==> config.mk <==
export PLATFORM = sky130hd
export DESIGN_NAME = mult_sequencer
export DESIGN_NICKNAME = d
export VERILOG_FILES = /design/src/rtl/mult_sequencer.sv
export SDC_FILE = /design/constraint.sdc
export NUM_CORES = 1
export LEC_CHECK = 0
export CORE_MARGIN = 4
export CORE_UTILIZATION = 25
export CTS_BUF_LIST = sky130_fd_sc_hd__clkbuf_4 sky130_fd_sc_hd__clkbuf_8 sky130_fd_sc_hd__clkbuf_16
export DETAILED_ROUTE_END_ITERATION = 10
export MAX_ROUTING_LAYER = met4
export SYNTH_ARGS = -nofsm -noshare
export SYNTH_HDL_FRONTEND = slang
export SYNTH_SLANG_ARGS = --single-unit
==> constraint.sdc <==
create_clock -name clk -period 5.6 [get_ports clk]
set_input_delay 1.12 -clock clk [delete_from_list [all_inputs] [get_ports clk]]
set_output_delay 1.12 -clock clk [all_outputs]
set_load 0.05 [all_outputs]
==> src/rtl/mult_sequencer.sv <==
// Multi-cycle radix-2 shift-add sequencer for MUL/MLA/UMULL/UMLAL/SMULL/SMLAL.
// Runs 32 add steps, then sign-corrects and accumulates, then issues register writebacks and N/Z updates.
module mult_sequencer (
    input  logic        clk,
    input  logic        rst,
    input  logic        start,
    input  logic [2:0]  op,
    input  logic        set_flags,
    input  logic [3:0]  rd_a,
    input  logic [3:0]  rd_b,
    input  logic [31:0] rm_val,
    input  logic [31:0] rs_val,
    input  logic [31:0] acc_lo,
    input  logic [31:0] acc_hi,
    output logic        busy,
    output logic        done,
    output logic        illegal,
    output logic        wr_en_a,
    output logic        wr_en_b,
    output logic [3:0]  wr_addr_a,
    output logic [3:0]  wr_addr_b,
    output logic [31:0] wr_data_a,
    output logic [31:0] wr_data_b,
    output logic        flags_we,
    output logic        flag_n,
    output logic        flag_z
);

    typedef enum logic [1:0] {
        S_IDLE = 2'd0,
        S_MULT = 2'd1,
        S_ACC  = 2'd2,
        S_DONE = 2'd3
    } state_t;

    state_t      state_r;
    logic        long_r;
    logic        accum_r;
    logic        neg_r;
    logic        set_flags_r;
    logic [3:0]  rd_a_r;
    logic [3:0]  rd_b_r;
    logic [63:0] acc_r;
    logic [31:0] mcand_r;
    logic [31:0] mplier_r;
    logic [63:0] prod_r;
    logic [4:0]  cnt_r;

    logic [63:0] step_s;
    logic [63:0] signed_prod_s;
    logic [63:0] acc_add_s;
    logic [63:0] result_s;
    logic        flag_n_s;
    logic        flag_z_s;
    logic        wr_en_b_s;

    function automatic logic [31:0] abs32(input logic [31:0] x);
        logic [31:0] r;
        if (x[31]) begin
            r = ~x + 32'd1;
        end else begin
            r = x;
        end
        return r;
    endfunction

    // 010 and 011 are the only unassigned encodings.
    function automatic logic op_legal(input logic [2:0] o);
        return o[2] | ~o[1];
    endfunction

    // Per-step partial product and the ACC-stage sign fixup / accumulate result.
    always_comb begin
        step_s        = 64'd0;
        signed_prod_s = prod_r;
        acc_add_s     = 64'd0;
        if (mplier_r[cnt_r]) begin
            step_s = {32'd0, mcand_r} << cnt_r;
        end else begin
            step_s = 64'd0;
        end
        if (neg_r) begin
            signed_prod_s = ~prod_r + 64'd1;
        end else begin
            signed_prod_s = prod_r;
        end
        if (!accum_r) begin
            acc_add_s = 64'd0;
        end else if (long_r) begin
            acc_add_s = acc_r;
        end else begin
            acc_add_s = {32'd0, acc_r[31:0]};
        end
        result_s = signed_prod_s + acc_add_s;
        if (long_r) begin
            flag_n_s = result_s[63];
            flag_z_s = (result_s == 64'd0);
        end else begin
            flag_n_s = result_s[31];
            flag_z_s = (result_s[31:0] == 32'd0);
        end
        // A hi/lo collision keeps only the hi write.
        wr_en_b_s = long_r & (rd_a_r != rd_b_r);
    end

    // Control FSM, datapath registers and registered outputs.
    always_ff @(posedge clk) begin
        if (rst) begin
            state_r     <= S_IDLE;
            long_r      <= 1'b0;
            accum_r     <= 1'b0;
            neg_r       <= 1'b0;
            set_flags_r <= 1'b0;
            rd_a_r      <= 4'd0;
            rd_b_r      <= 4'd0;
            acc_r       <= 64'd0;
            mcand_r     <= 32'd0;
            mplier_r    <= 32'd0;
            prod_r      <= 64'd0;
            cnt_r       <= 5'd0;
            busy        <= 1'b0;
            done        <= 1'b0;
            illegal     <= 1'b0;
            wr_en_a     <= 1'b0;
            wr_en_b     <= 1'b0;
            wr_addr_a   <= 4'd0;
            wr_addr_b   <= 4'd0;
            wr_data_a   <= 32'd0;
            wr_data_b   <= 32'd0;
            flags_we    <= 1'b0;
            flag_n      <= 1'b0;
            flag_z      <= 1'b0;
        end else begin
            done      <= 1'b0;
            illegal   <= 1'b0;
            wr_en_a   <= 1'b0;
            wr_en_b   <= 1'b0;
            wr_addr_a <= 4'd0;
            wr_addr_b <= 4'd0;
            wr_data_a <= 32'd0;
            wr_data_b <= 32'd0;
            flags_we  <= 1'b0;
            flag_n    <= 1'b0;
            flag_z    <= 1'b0;
            case (state_r)
                S_IDLE: begin
                    if (start && op_legal(op)) begin
                        long_r      <= op[2];
                        accum_r     <= op[0];
                        set_flags_r <= set_flags;
                        rd_a_r      <= rd_a;
                        rd_b_r      <= rd_b;
                        acc_r       <= {acc_hi, acc_lo};
                        if (op[2] && op[1]) begin
                            mcand_r  <= abs32(rm_val);
                            mplier_r <= abs32(rs_val);
                            neg_r    <= rm_val[31] ^ rs_val[31];
                        end else begin
                            mcand_r  <= rm_val;
                            mplier_r <= rs_val;
                            neg_r    <= 1'b0;
                        end
                        prod_r  <= 64'd0;
                        cnt_r   <= 5'd0;
                        busy    <= 1'b1;
                        state_r <= S_MULT;
                    end else if (start) begin
                        illegal <= 1'b1;
                    end else begin
                        state_r <= S_IDLE;
                    end
                end
                S_MULT: begin
                    prod_r <= prod_r + step_s;
                    cnt_r  <= cnt_r + 5'd1;
                    if (cnt_r == 5'd31) begin
                        state_r <= S_ACC;
                    end else begin
                        state_r <= S_MULT;
                    end
                end
                S_ACC: begin
                    prod_r    <= result_s;
                    done      <= 1'b1;
                    wr_en_a   <= 1'b1;
                    wr_addr_a <= rd_a_r;
                    wr_data_a <= long_r ? result_s[63:32] : result_s[31:0];
                    if (wr_en_b_s) begin
                        wr_en_b   <= 1'b1;
                        wr_addr_b <= rd_b_r;
                        wr_data_b <= result_s[31:0];
                    end else begin
                        wr_en_b   <= 1'b0;
                    end
                    flags_we <= set_flags_r;
                    flag_n   <= set_flags_r & flag_n_s;
                    flag_z   <= set_flags_r & flag_z_s;
                    state_r  <= S_DONE;
                end
                S_DONE: begin
                    busy    <= 1'b0;
                    state_r <= S_IDLE;
                end
                default: begin
                    busy    <= 1'b0;
                    state_r <= S_IDLE;
                end
            endcase
        end
    end

endmodule

==> impl_metrics.tcl <==
set metrics [dict create \
    p_leak_uw 0.0116 \
    arrival_ns 5.96 \
    place_congestion 0.935 \
    globalRouteMet2Util 0.278 \
    synth_top_family_by_area "compound AO/OA/AOI/OAI gates" \
    clock-sinks 290 \
    reg2reg_to "flag_z" \
    layout-drive-gt1-share 0.134 \
    top_usage_layer "met2" \
    cts_buffers 36 \
    rows 110 \
    path_clk_slew_ns 0.06 \
    reg2reg_from "prod_r[9]" \
    grt_pass1_wl_um 134000 \
    drc 0 \
    start_kind "flop" \
    vdd_drop_max_v 0.000172 \
    crit_fanout 6 \
    p_comb_frac 0.135 \
    critPathKind "flop to flop" \
    finalMaxSlewViolations 0 \
    synth_xor_area_frac 0.0931 \
    synthToLayoutAreaGrowth_pct 27.1 \
    setup_tns_ns 0 \
    num_vias 23100 \
    powerDensity_mw_per_mm2 188 \
    gr-total-overflow 0 \
    hold_start "acc_r[60]" \
    whs_endpoint "acc_r[60]" \
    p_sw_frac 0.275 \
    synthCells 3017 \
    tightest_slew_ns 0.959 \
    p_seq_frac 0.403 \
    cts_root_buf "clkbuf_16" \
    ys_ff_latch 290 \
    grt_util_met3 0.0273 \
    initial_core_util 0.253 \
    post-route-period-util 0.977 \
    synth_commonest_cells "386 x nand2_1, 334 x nor2_1, 322 x a21oi_1, 290 x dfxtp_1, 163 x xnor2_1" \
    synth_compound_area_frac 0.248 \
    muxShareOfSynthArea 0.0619 \
    hp-class "flop to flop" \
    gr-usage-met1 0.247 \
    clockBufferDepth 3 \
    synth_fa_ha_area_frac 0.0753 \
    dr.pass1.iters 5 \
    p_total_uw 5490 \
    min_path_cells 2 \
    die_width_um 311 \
    max_freq_mhz 183 \
    drt-wirelength-per-cell_um 19.6 \
    hpwlAfterDp_um 71700 \
    run_status "finished clean" \
    r2r_slack_ns 0.13 \
    grt_max_degree 87 \
    synth_area_leaders "dfxtp_1 25%, ha_1 7.4%, a21oi_1 7.0%" \
    yosys.area_share.simple 0.224 \
    drtAntennaViolNets 0 \
    post-synth-top-area-cell "dfxtp_1" \
    clk_latency_ns 0.58 \
    syn_area_per_cell_um2 7.61 \
    nets 3592 \
    yosysMostFrequentCell "nand2_1" \
    synth_ff_type "dfxtp_1" \
    synth_edf_count 0 \
    syn_nets 3297 \
    design.die.area_mm2 0.0967 \
    core-area_mm2 0.0906 \
    rsz0062_at_grt "yes" \
    hold_viol_final 0 \
    cts_tree "yes" \
    syn_area_mm2 0.0229 \
    fin_crit_ns 5.47 \
    drv_cap 0 \
    vias_per_cell 5.10 \
    drt-total-wl_um 88800 \
    drt_iter0_drc 1720 \
    yosys_warnings 0 \
    port_buffers 222 \
    worstPathRequired_ns 6.09 \
    slew_headroom 0.361 \
    skew_ns 0.0440 \
    antenna_found_initial 5 \
    grtUsageTotal 0.180 \
    ys_seq_area_frac 0.253 \
    htree_levels 2 \
    die_h_um 311 \
    nFillCells 9733 \
    intPower_uw 3980 \
    rr_worst_depth 22 \
    setup_violations 0 \
    async_reset_ff_frac 0 \
    num_io_pins 223 \
    grt_pass1_vias 22100 \
    hold_buffers 0 \
    synth_top_area_share 0.253 \
    p_sw_uw 1510 \
    worstSetupEndpointType "flop" \
    synth.distinct_cells 98 \
    power.share.clock 0.462 \
]
[worst max-delay path, cell delays in order, from the launching register on]
cell and delay (ns):
dfxtp_1 0.31, or4_4 0.55, nor4_4 0.16, nand4_1 0.17, or4_4 0.46, nor2_1 0.13
nand2_2 0.12, or3_4 0.42, buf_4 0.16, o21ai_1 0.21, xnor2_2 0.18, ha_1 0.29
buf_4 0.16, nand2_1 0.09, buf_4 0.11, o21a_1 0.13, o21ai_0 0.10, a31oi_1 0.30
o41ai_4 0.17, a31oi_1 0.24, xnor2_1 0.13, or4b_1 0.52, o32ai_2 0.25
[state kept, by name (all words and copies together), names as in the netlist, 4 cells and up, named ones only]
register   flops
mcand_r       32
prod_r        64
wr_addr_a      4
mplier_r      32
wr_data_a     32
wr_addr_b      4
cnt_r          5
wr_data_b     32
acc_r         64
rd_a_r         4
rd_b_r         4
[cell type report]
cell class / count / area [um2] / area share
inverters: 63 / 236 / 0.00811
clock inverters: 18 / 253 / 0.00867
multi-input cells: 2470 / 16400 / 0.561
flip-flops and latches: 290 / 5820 / 0.199
diodes: 4 / 10.0 / 0.000343
clock buffers: 48 / 1050 / 0.0361
repair buffers: 451 / 3970 / 0.136
well taps: 1176 / 1470 / 0.0505
[layout by cell type (no fill, tap or decap), types with 14 or more instances in the layout]
cell type,instances
clkbuf_16,37
buf_4,226
and3_1,48
or4_1,16
o21a_1,24
nor2_1,332
nor4_1,17
a211oi_1,68
dfxtp_1,284
and2_1,63
nor2b_1,29
a21o_1,57
clkdlybuf4s50_1,221
nand2_1,384
or3_1,30
o21ai_0,137
mux2i_1,44
nor3_1,29
mux2_2,31
nand3_1,35
o21ai_1,22
a22oi_1,42
o221ai_1,15
inv_1,59
o21bai_1,23
o41ai_1,15
nand2b_1,14
xor2_1,75
a21oi_1,317
nand4_1,44
xnor2_1,161
o31ai_1,24
mux4_2,28
ha_1,134
a31oi_1,22
[worst max path at each step]
stage,start,slack [ns],end
global placement,prod_r[9],-0.08,flag_z
floorplan,prod_r[9],0.04,flag_z
global route,prod_r[9],-0.15,flag_z
CTS,prod_r[9],0.02,flag_z
detailed placement,prod_r[9],-0.21,flag_z
finish,prod_r[9],0.13,flag_z
[metal layers]
metal	vias up	share of wire
li1	11500	-
met1	10800	0.48
met2	683	0.44
met3	101	0.060
met4	0	0.026
met5	-	0
[what timing repair did]
item                       in CTS  in global routing
resized for setup               3                 43
cloned                          0                  0
setup endpoints to repair       3                 31
hold endpoints to repair        0                  0
setup buffers                   0                  2
pin swaps                       0                  9
[cells by family after synthesis]
group | count (synthesis)
muxes | 103
buffers and inverters | 257
xor gates and xnor gates | 243
adders and majority gates | 137
and+or+nand+nor | 1097
AOI/OAI and AO/OA | 890
DFF | 290
[power by group through the flow]
stage          logic [uW]  registers (uW)  clock network, uW
6_report              741            2210               2540
5_1_grt               810            2220               2680
4_1_cts               741            2210               2600
3_5_place_dp          738            2250                  0
3_3_place_gp          734            2250                  0
2_1_floorplan         445            2220                  0
[stage by stage]
| step | instance area (um2) | hold WS (ns) | setup slack (ns) | utilization | std cells |
|---|---|---|---|---|---|
| finish | 29200 | 0.447 | 0.130 | 0.322 | 4520 |
| CTS | 28900 | 0.451 | 0.0224 | 0.320 | 4514 |
| global route | 29200 | 0.467 | -0.155 | 0.322 | 4519 |
| global placement | 27600 | 0.440 | -0.0791 | 0.305 | 4448 |
| detailed placement | 27600 | 0.445 | -0.209 | 0.305 | 4448 |
| floorplan | 22900 | 0.429 | 0.0445 | - | 3017 |
Note: power is estimated with default switching activity, not from simulation.
